[src/rtl/rsa_keygen_param_pkg.sv]
// Shared types for the RSA key-parameter generator.
// FSM state encoding and error codes reported with done.
package rsa_pkg;

  typedef enum logic [2:0] {
    S_IDLE,
    S_MULT,
    S_CHECK,
    S_SEARCH,
    S_DONE
  } state_t;

  localparam logic [1:0] ERR_OK     = 2'd0;
  localparam logic [1:0] ERR_BAD_PQ = 2'd1;
  localparam logic [1:0] ERR_BAD_E  = 2'd2;
  localparam logic [1:0] ERR_NO_INV = 2'd3;

endpackage

[src/rtl/rsa_keygen_param_if.sv]
// Request/result bundle of the RSA key-parameter generator.
// master drives the request, slave is the generator.
interface rsa_keygen_param_if #(
  parameter int W  = 4,
  parameter int EW = 2*W
) ();

  logic             start;
  logic [W-1:0]     p;
  logic [W-1:0]     q;
  logic [EW-1:0]    e;
  logic             busy;
  logic             done;
  logic             err;
  logic [1:0]       err_code;
  logic [2*W-1:0]   n;
  logic [2*W-1:0]   phi_n;
  logic [2*W-1:0]   d;

  modport master (
    output start, p, q, e,
    input  busy, done, err, err_code, n, phi_n, d
  );

  modport slave (
    input  start, p, q, e,
    output busy, done, err, err_code, n, phi_n, d
  );

endinterface

[src/rtl/rsa_seq_mult.sv]
// Shift-add multiplier: bit 0 is folded in at load, so done
// pulses exactly W cycles after start with prod valid.
module rsa_seq_mult #(
  parameter int W = 4
) (
  input  logic           clk,
  input  logic           reset,
  input  logic           start,
  input  logic [W-1:0]   a,
  input  logic [W-1:0]   b,
  output logic           done,
  output logic [2*W-1:0] prod
);

  localparam int CW = (W > 1) ? $clog2(W) : 1;

  logic [2*W-1:0] mc;
  logic [W-1:0]   mp;
  logic [CW-1:0]  cnt;
  logic           run;

  always_ff @(posedge clk or posedge reset) begin
    if (reset) begin
      mc   <= '0;
      mp   <= '0;
      cnt  <= '0;
      run  <= 1'b0;
      done <= 1'b0;
      prod <= '0;
    end else begin
      done <= 1'b0;
      if (start) begin
        mc   <= {{W{1'b0}}, a} << 1;
        mp   <= b >> 1;
        prod <= b[0] ? {{W{1'b0}}, a} : '0;
        cnt  <= CW'(1);
        run  <= 1'b1;
      end else if (run) begin
        if (mp[0])
          prod <= prod + mc;
        mc  <= mc << 1;
        mp  <= mp >> 1;
        cnt <= cnt + CW'(1);
        if (cnt == CW'(W-1)) begin
          run  <= 1'b0;
          done <= 1'b1;
        end
      end
    end
  end

endmodule

[src/rtl/rsa_keygen_param.sv]
// RSA key-parameter generator: n, phi_n and d = e^-1 mod phi_n
// via two sequential multipliers and a one-candidate-per-cycle search.
module rsa_keygen_param
  import rsa_pkg::*;
#(
  parameter int W  = 4,
  parameter int EW = 2*W
) (
  input  logic               clk,
  input  logic               reset,
  rsa_keygen_param_if.slave  bus
);

  localparam int DW = 2*W;

  state_t         state;
  state_t         state_nx;
  logic [EW-1:0]  e_q;
  logic [DW-1:0]  acc;
  logic [DW-1:0]  d_cand;
  logic [DW-1:0]  n_r;
  logic [DW-1:0]  phi_r;
  logic [DW-1:0]  d_r;
  logic           err_r;
  logic [1:0]     code_r;

  logic           bad_pq;
  logic           accept;
  logic           mult_start;
  logic           done_n;
  logic           done_phi;
  logic [DW-1:0]  prod_n;
  logic [DW-1:0]  prod_phi;
  logic           e_bad;
  logic           found;
  logic           last;
  logic [DW:0]    sum;
  logic [DW:0]    diff;
  logic [DW-1:0]  acc_nx;

  assign bad_pq     = (bus.p < W'(2)) || (bus.q < W'(2));
  assign accept     = (state == S_IDLE) && bus.start;
  assign mult_start = accept && !bad_pq;

  rsa_seq_mult #(.W(W)) u_mult_n (
    .clk   (clk),
    .reset (reset),
    .start (mult_start),
    .a     (bus.p),
    .b     (bus.q),
    .done  (done_n),
    .prod  (prod_n)
  );

  rsa_seq_mult #(.W(W)) u_mult_phi (
    .clk   (clk),
    .reset (reset),
    .start (mult_start),
    .a     (bus.p - W'(1)),
    .b     (bus.q - W'(1)),
    .done  (done_phi),
    .prod  (prod_phi)
  );

  // acc < phi_n and e < phi_n, so one conditional subtract wraps
  assign e_bad  = (e_q < EW'(2)) || (e_q >= phi_r);
  assign found  = (acc == DW'(1));
  assign last   = (d_cand == phi_r - DW'(1));
  assign sum    = {1'b0, acc} + {1'b0, e_q};
  assign diff   = sum - {1'b0, phi_r};
  assign acc_nx = (sum >= {1'b0, phi_r}) ? diff[DW-1:0] : sum[DW-1:0];

  always_ff @(posedge clk or posedge reset) begin
    if (reset)
      state <= S_IDLE;
    else
      state <= state_nx;
  end

  always_comb begin
    state_nx     = state;
    bus.busy     = (state != S_IDLE);
    bus.done     = (state == S_DONE);
    bus.err      = err_r;
    bus.err_code = code_r;
    bus.n        = n_r;
    bus.phi_n    = phi_r;
    bus.d        = d_r;
    unique case (state)
      S_IDLE:   if (bus.start) state_nx = bad_pq ? S_DONE : S_MULT;
      S_MULT:   if (done_n && done_phi) state_nx = S_CHECK;
      S_CHECK:  state_nx = e_bad ? S_DONE : S_SEARCH;
      S_SEARCH: if (found || last) state_nx = S_DONE;
      S_DONE:   state_nx = S_IDLE;
      default:  state_nx = S_IDLE;
    endcase
  end

  always_ff @(posedge clk or posedge reset) begin
    if (reset) begin
      e_q    <= '0;
      acc    <= '0;
      d_cand <= '0;
      n_r    <= '0;
      phi_r  <= '0;
      d_r    <= '0;
      err_r  <= 1'b0;
      code_r <= ERR_OK;
    end else begin
      unique case (state)
        S_IDLE: if (bus.start) begin
          e_q    <= bus.e;
          n_r    <= '0;
          phi_r  <= '0;
          d_r    <= '0;
          err_r  <= bad_pq;
          code_r <= bad_pq ? ERR_BAD_PQ : ERR_OK;
        end
        S_MULT: if (done_n && done_phi) begin
          n_r   <= prod_n;
          phi_r <= prod_phi;
        end
        S_CHECK: begin
          if (e_bad) begin
            err_r  <= 1'b1;
            code_r <= ERR_BAD_E;
          end else begin
            acc    <= e_q;
            d_cand <= DW'(1);
          end
        end
        S_SEARCH: begin
          if (found) begin
            d_r <= d_cand;
          end else if (last) begin
            err_r  <= 1'b1;
            code_r <= ERR_NO_INV;
          end else begin
            d_cand <= d_cand + DW'(1);
            acc    <= acc_nx;
          end
        end
        default: ;
      endcase
    end
  end

endmodule

[src/flat_wrapper.sv]
// flat-port wrapper written by rule: the top's interface ports become plain ports
module rsa_keygen_param_flat import rsa_pkg::*;
#(
  parameter int W  = 4,
  parameter int EW = 2*W
)
  (clk, reset, bus_start, bus_p, bus_q, bus_e, bus_busy, bus_done, bus_err, bus_err_code, bus_n, bus_phi_n, bus_d);
  rsa_keygen_param_if #(.W(W), .EW(EW)) bus_i ();
  input  logic clk;
  input  logic reset;
  input wire logic [$bits(bus_i.start)-1:0] bus_start;
  input wire logic [$bits(bus_i.p)-1:0] bus_p;
  input wire logic [$bits(bus_i.q)-1:0] bus_q;
  input wire logic [$bits(bus_i.e)-1:0] bus_e;
  output wire logic [$bits(bus_i.busy)-1:0] bus_busy;
  output wire logic [$bits(bus_i.done)-1:0] bus_done;
  output wire logic [$bits(bus_i.err)-1:0] bus_err;
  output wire logic [$bits(bus_i.err_code)-1:0] bus_err_code;
  output wire logic [$bits(bus_i.n)-1:0] bus_n;
  output wire logic [$bits(bus_i.phi_n)-1:0] bus_phi_n;
  output wire logic [$bits(bus_i.d)-1:0] bus_d;
  assign bus_i.start = bus_start;
  assign bus_i.p = bus_p;
  assign bus_i.q = bus_q;
  assign bus_i.e = bus_e;
  assign bus_busy = bus_i.busy;
  assign bus_done = bus_i.done;
  assign bus_err = bus_i.err;
  assign bus_err_code = bus_i.err_code;
  assign bus_n = bus_i.n;
  assign bus_phi_n = bus_i.phi_n;
  assign bus_d = bus_i.d;
  rsa_keygen_param #(.W(W), .EW(EW)) u_core (.clk(clk), .reset(reset), .bus(bus_i));
endmodule
[config.mk]
export PLATFORM = sky130hd
export DESIGN_NAME = rsa_keygen_param_flat
export DESIGN_NICKNAME = d
export VERILOG_FILES = /design/src/rtl/rsa_keygen_param_pkg.sv /design/src/rtl/rsa_keygen_param_if.sv /design/src/rtl/rsa_seq_mult.sv /design/src/rtl/rsa_keygen_param.sv /design/src/flat_wrapper.sv
export SDC_FILE = /design/constraint.sdc
export NUM_CORES = 1
export LEC_CHECK = 0
export ABC_AREA = 1
export CAP_MARGIN = 10
export CORE_AREA = 3 3 129 131
export DETAILED_ROUTE_END_ITERATION = 8
export DIE_AREA = 0 0 132 134
export PLACE_DENSITY_LB_ADDON = 0.15
export SYNTH_ARGS = -nofsm -noshare
export SYNTH_HDL_FRONTEND = slang
export SYNTH_SLANG_ARGS = --single-unit
export TNS_END_PERCENT = 10
[constraint.sdc]
create_clock -name clk -period 2.8 [get_ports clk]
set_input_delay 0.42 -clock clk [delete_from_list [all_inputs] [get_ports clk]]
set_output_delay 0.42 -clock clk [all_outputs]
set_load 0.005 [all_outputs]
==> results of run 1 <==
-- logic make-up (layout without fill, tap and decap cells) --
kind of cell / after synthesis / in the layout / synth area share (%)
and+or+nand+nor: 400 / 400 / 27.8
buffers and inverters: 131 / 212 / 8.59
AOI/OAI and AO/OA: 111 / 111 / 10.0
DFF: 98 / 98 / 39.4
adders and majority gates: 46 / 46 / 9.74
xor gates and xnor gates: 30 / 30 / 4.22
muxes: 1 / 1 / 0.181
-- cell usage after synthesis --
library cell | count | area [µm²]
nand2_1 | 243 | 912
inv_1 | 99 | 372
dfrtp_1 | 98 | 2450
nand3_1 | 81 | 405
o21ai_0 | 48 | 240
ha_1 | 42 | 526
nor2_1 | 41 | 154
a21oi_1 | 28 | 140
xor2_1 | 19 | 166
o22ai_1 | 16 | 100
xnor2_1 | 11 | 96.3
clkbuf_1 | 10 | 37.5
nand4_1 | 9 | 56.3
buf_2 | 7 | 35.0
inv_2 | 7 | 26.3
nor2_2 | 7 | 43.8
fa_1 | 4 | 80.1
nor3_1 | 4 | 20.0
o21ai_1 | 4 | 20.0
a21o_1 | 3 | 22.5
buf_6 | 3 | 33.8
nand2_2 | 3 | 18.8
nor2_4 | 3 | 33.8
o211ai_1 | 3 | 22.5
o311ai_0 | 3 | 26.3
a31oi_1 | 2 | 12.5
clkinv_1 | 2 | 7.51
nand3_2 | 2 | 20.0
nand3b_1 | 2 | 15.0
or2_0 | 2 | 12.5
a21oi_2 | 1 | 8.76
a32o_1 | 1 | 10.0
buf_1 | 1 | 3.75
clkbuf_2 | 1 | 5.00
clkbuf_8 | 1 | 13.8
mux2_2 | 1 | 11.3
nand2_4 | 1 | 11.3
nor4_2 | 1 | 12.5
nor4b_2 | 1 | 15.0
o2111a_1 | 1 | 11.3
o21ai_2 | 1 | 8.76
-- sequential cells by signal, summed over array words and instances (netlist names), 2 cells and up --
register                cells
u_core.bus.err_code         2
u_core.u_mult_n.cnt         2
u_core.u_mult_phi.mp        3
u_core.u_mult_phi.prod      8
u_core.bus.phi_n            8
u_core.u_mult_n.mp          3
u_core.d_cand               8
u_core.state                3
u_core.bus.n                8
u_core.u_mult_phi.mc        7
u_core.e_q                  8
u_core.u_mult_n.mc          7
u_core.u_mult_phi.cnt       2
u_core.u_mult_n.prod        8
u_core.acc                  8
u_core.bus.d                8
-- per-layer routing --
| layer | GRT usage [%] | up-vias |
|---|---|---|
| met1 | 26.3 | 2464 |
| li1 | - | 2809 |
| met4 | 4.20 | 0 |
| met2 | 26.5 | 72 |
| met5 | 0 | - |
| met3 | 3.19 | 13 |
-- final cells by class --
| cell class | count | area (µm²) |
|---|---|---|
| multi-input combinational | 588 | 3490 |
| clock inverter | 7 | 95.1 |
| tap | 216 | 270 |
| sequential | 98 | 2460 |
| clock buffer | 9 | 225 |
| fill | 1550 | 7970 |
| inverter | 108 | 409 |
| timing repair buffer | 88 | 798 |
-- worst max-delay path: stages, from the launching register on --
cell	delay (ns)
dfrtp_1	0.42
ha_4	0.18
fa_2	0.40
nand3_2	0.10
nand2_4	0.08
nand2_2	0.10
nand3b_1	0.09
nand2_2	0.08
inv_2	0.04
ha_4	0.25
nand2_4	0.06
inv_1	0.05
a21oi_2	0.13
nand2_2	0.08
nand2_4	0.09
buf_8	0.13
nand3_2	0.08
nand3_2	0.06
o21ai_1	0.06
nand2_1	0.07
nand2_1	0.05
-- per-stage QoR --
step	setup WS (ns)	utilization (%)	area, µm²	total power, W	std cells
2_1_floorplan	0.0819	-	6220	0.00591	817
4_1_cts	0.00149	47.3	7430	0.00898	1106
3_3_place_gp	-0.0179	45.2	7100	0.00754	1090
3_5_place_dp	-0.0979	45.2	7100	0.00756	1090
6_report	0.0634	49.3	7750	0.00983	1114
5_1_grt	-0.106	49.3	7750	0.0108	1114
-- final timing paths --
path / start / cells past startpoint / slack (ns) / end
setup / recovery: u_core.e_q[0] / 20 / 0.06 / u_core.acc[2]
hold / removal: u_core.bus.err_code[0] / 2 / 0.48 / u_core.bus.err_code[0]
setup reg to reg: u_core.e_q[0] / 20 / 0.06 / u_core.acc[2]
hold reg to reg: u_core.bus.err_code[0] / 2 / 0.48 / u_core.bus.err_code[0]
max in group asynchronous: reset / 3 / 1.82 / u_core.bus.d[1]
min in group asynchronous: reset / 3 / 0.54 / u_core.u_mult_phi.cnt[1]
-- report_power, final --
group          total, W  internal, W  leakage [nW]  switching (W)
combinational   0.00620      0.00271          2.37        0.00348
sequential      0.00230      0.00185          1.29       0.000446
clock           0.00133     0.000720         0.157       0.000615
total           0.00983      0.00529          3.82        0.00454
-- repair_timing --
| item | 4_1_cts | 5_1_grt |
|---|---|---|
| hold endpoints to repair | 0 | 0 |
| gates resized for setup | 5 | 52 |
| setup endpoints to repair | 8 | 8 |
| setup buffers | 0 | 8 |
| pin swaps | 0 | 22 |
==> results_dict.tcl, run 1 <==
set metrics [dict create \
    route.met2.wl_um 6780 \
    layout_common_cells "nand2_1 (233), inv_1 (97), dfrtp_1 (94)" \
    syn-cell-area_um2 6220 \
    final_common_cell "nand2_1" \
    rsz0062_at_grt "yes" \
    fp.dieArea_um2 17700 \
    drc 0 \
    fin_crit_ns 2.74 \
    crit_fanout 8 \
    die_h_um 134 \
    holdBufCountCts 0 \
    grt_pass1_vias 4863 \
    grt-ovfl-total 0 \
    setup.worst_path.start_class "register" \
    fin_skew_ns 0.00927 \
    wl_met1_um 7860 \
    io_pins 48 \
    wl_met3_um 480 \
    synthToLayoutAreaGrowth_pct 24.5 \
    row_count 46 \
    htreeDepth 3 \
    cts-root-buf "clkbuf_16" \
    yosysWarnings 0 \
    vias_per_cell 4.81 \
    hold_viol 0 \
    dp_hpwl_um 11500 \
    initial_core_util_pct 39.6 \
    clockBufferDepth 2 \
    hp-class "reg2reg" \
    antenna_found_initial 0 \
    core-area_um2 15700 \
    clk_latency_ns 0.36 \
    grt_pass1_wl_um 25400 \
    antenna_cells 0 \
    syn_nets 882 \
    critical_path_class "reg2reg" \
    worstSetupEndpointType "register" \
    avgSynthCellArea_um2 7.61 \
    gr-usage-all-layers_pct 17.6 \
    peakVddDrop_v 0.000664 \
    top_layer_used "met4" \
    tritoncts "yes" \
    drt-initial-drc-count 273 \
    grt_max_degree 99 \
    via_count 5358 \
    report.final.slew_viol_count 0 \
    wire_per_inst_um 13.7 \
    gp_congestion 0.856 \
    seq_area_frac_synth_pct 39.4 \
    ys_types 41 \
    max-slew-margin-rel_pct 63.4 \
    ant_nets 0 \
    required_ns 3.05 \
    max_freq_mhz 365 \
    synthCells 817 \
    clkTransAtPathRegs_ns 0.08 \
    fin_nets 958 \
    wl_um 15300 \
    tns_ns 0 \
    cts_sinks 98 \
    status "finished, final reports clean" \
    synth_seq_cells 98 \
    drive_above_1_share_pct 14.4 \
    maxCapViolations 0 \
    leakage_nw 3.82 \
    crit_arrival_ns 2.99 \
    worst_pin_slew_ns 0.549 \
    setup-violations-final 0 \
    die_x_um 132 \
    numCtsBuffers 9 \
    power-per-cell-area_nw_per_um2 1270 \
    port-buffer-count 47 \
    dr.pass1.iters 5 \
    layout_worst_path_cycle_share_pct 97.7 \
    hold-worst-slack_ns 0.480 \
]
Power figures use the tool's default switching activity.
==> inputs of run 2 (changes only) <==
--- a/config.mk
+++ b/config.mk
@@ -11,6 +11,7 @@
 export DETAILED_ROUTE_END_ITERATION = 8
 export DIE_AREA = 0 0 132 134
 export PLACE_DENSITY_LB_ADDON = 0.15
+export RECOVER_POWER = 50
 export SYNTH_ARGS = -nofsm -noshare
 export SYNTH_HDL_FRONTEND = slang
 export SYNTH_SLANG_ARGS = --single-unit
==> results_dict.tcl, run 2 (same netlist as run 1, synthesis figures left out) <==
set metrics [dict create \
    status "finished, final reports clean" \
    crit_arrival_ns 2.99 \
    finalNonFillerCells 1114 \
    grt-ovfl-total 0 \
    critical_path_class "reg2reg" \
    finalPower_w 0.00982 \
    gp_congestion 0.856 \
    grt_pass1_vias 4863 \
    max-slew-margin-rel_pct 8.70 \
    maxCapViolations 0 \
    clk_latency_ns 0.36 \
    fp.dieArea_um2 17700 \
    hp-class "reg2reg" \
    required_ns 3.06 \
    io_pins 48 \
    setup.worst_path.start_class "register" \
    row_count 46 \
    final_common_cell "nand2_1" \
    hold_viol 0 \
    final_core_util_pct 49.2 \
    worst_slack_ns 0.0647 \
    synthToLayoutAreaGrowth_pct 24.3 \
    numCtsBuffers 9 \
    fin_crit_ns 2.74 \
    wire_per_inst_um 13.7 \
    port-buffer-count 47 \
    fin_nets 958 \
    antenna_found_initial 0 \
    drc 0 \
    fill_cells 1552 \
    ff_latch_area_um2 2460 \
    cts_sinks 98 \
    worstSetupEndpointType "register" \
    initial_core_util_pct 39.6 \
    crit_fanout 5 \
    drt-initial-drc-count 271 \
    layout_common_cells "nand2_1 (233), inv_1 (97), dfrtp_1 (94)" \
    final_area_um2 7730 \
    leakage_nw 3.85 \
    rsz0062_at_grt "yes" \
    gr-usage-all-layers_pct 17.6 \
    htreeDepth 3 \
    dp_worst_setup_slack_ns -0.0979 \
    dr.pass1.iters 5 \
    multi_input_area_um2 3490 \
    layout_worst_path_cycle_share_pct 97.7 \
    dp.cells 1090 \
    holdBufCountCts 0 \
    antenna_cells 0 \
    worst_pin_slew_ns 1.37 \
    tritoncts "yes" \
    dp_hpwl_um 11500 \
    clkTransAtPathRegs_ns 0.08 \
    max_freq_mhz 366 \
    vias_per_cell 4.82 \
    peakVddDrop_v 0.000663 \
    drive_above_1_share_pct 14.4 \
    grt_pass1_wl_um 25400 \
    fin_skew_ns 0.00871 \
    grt_max_degree 99 \
    via_count 5373 \
    clockBufferDepth 2 \
    power-per-cell-area_nw_per_um2 1270 \
    wl_um 15300 \
    dpl-instance-area_um2 7100 \
    die_h_um 134 \
    cts-root-buf "clkbuf_16" \
    report.final.slew_viol_count 0 \
    core-area_um2 15700 \
    die_x_um 132 \
    setup-violations-final 0 \
    ant_nets 0 \
]
run 2: where the power goes:
group	internal (W)	switching [W]	leakage, nW
Sequential	0.00185	0.000445	1.29
Combinational	0.00271	0.00348	2.40
Clock	0.000720	0.000614	0.157
Total	0.00528	0.00453	3.85
run 2: cell type report:
type,instances,share of cell area (%)
Multi-Input combinational cell,588,45.1
Sequential cell,98,31.8
Timing Repair Buffer,88,10.2
Clock buffer,9,2.91
Clock inverter,7,1.23
Tap cell,216,3.49
Inverter,108,5.29
run 2: path summary, 6_finish.rpt:
path                                            end  slack (ns)  cells past startpoint                    from
hold / removal               u_core.bus.err_code[0]        0.48                      2  u_core.bus.err_code[0]
setup reg to reg                      u_core.acc[4]        0.06                     20           u_core.e_q[0]
max in group asynchronous             u_core.e_q[1]        0.85                      3                   reset
min in group asynchronous  u_core.u_mult_phi.cnt[1]        1.03                      3                   reset
setup / recovery                      u_core.acc[4]        0.06                     20           u_core.e_q[0]
hold reg to reg              u_core.bus.err_code[0]        0.48                      2  u_core.bus.err_code[0]
run 2: metrics by stage:
stage          hold WS (ns)  TNS (ns)
6_report              0.480         0
5_1_grt               0.514    -0.754
2_1_floorplan         0.465         0
3_5_place_dp          0.473    -0.588
3_3_place_gp          0.466   -0.0433
4_1_cts               0.491         0
run 2: critical path, stage by stage (launching register included):
cell      delay (ns)
dfrtp_1         0.42
ha_4            0.18
fa_2            0.40
nand3_2         0.10
nand2_4         0.08
nand2_2         0.10
nand3b_1        0.09
nand2_2         0.08
inv_2           0.04
ha_4            0.25
nand2_4         0.06
nor2_2          0.04
nand2_1         0.06
nand2_2         0.07
nor2_4          0.15
buf_4           0.17
nand3_2         0.08
nand3_2         0.06
o21ai_1         0.06
nand2_1         0.07
nand2_1         0.05
run 2: what timing repair did:
action / in CTS / in global routing
endpoints found under the setup margin: 8 / 8
gates resized for setup: 5 / 52
buffers inserted: 0 / 8
pin swaps: 0 / 22
endpoints found under the hold margin: 0 / 0
run 2: per-layer routing:
layer  up-vias  part of all wire [%]  wire, µm  track usage [%]
li1       2810                     -         -                -
met1      2476                    51      7850             26.3
met2        73                    44      6780             26.5
met3        14                   3.2       497             3.19
met4         0                   1.1       175             4.20
met5         -                     0         0                0
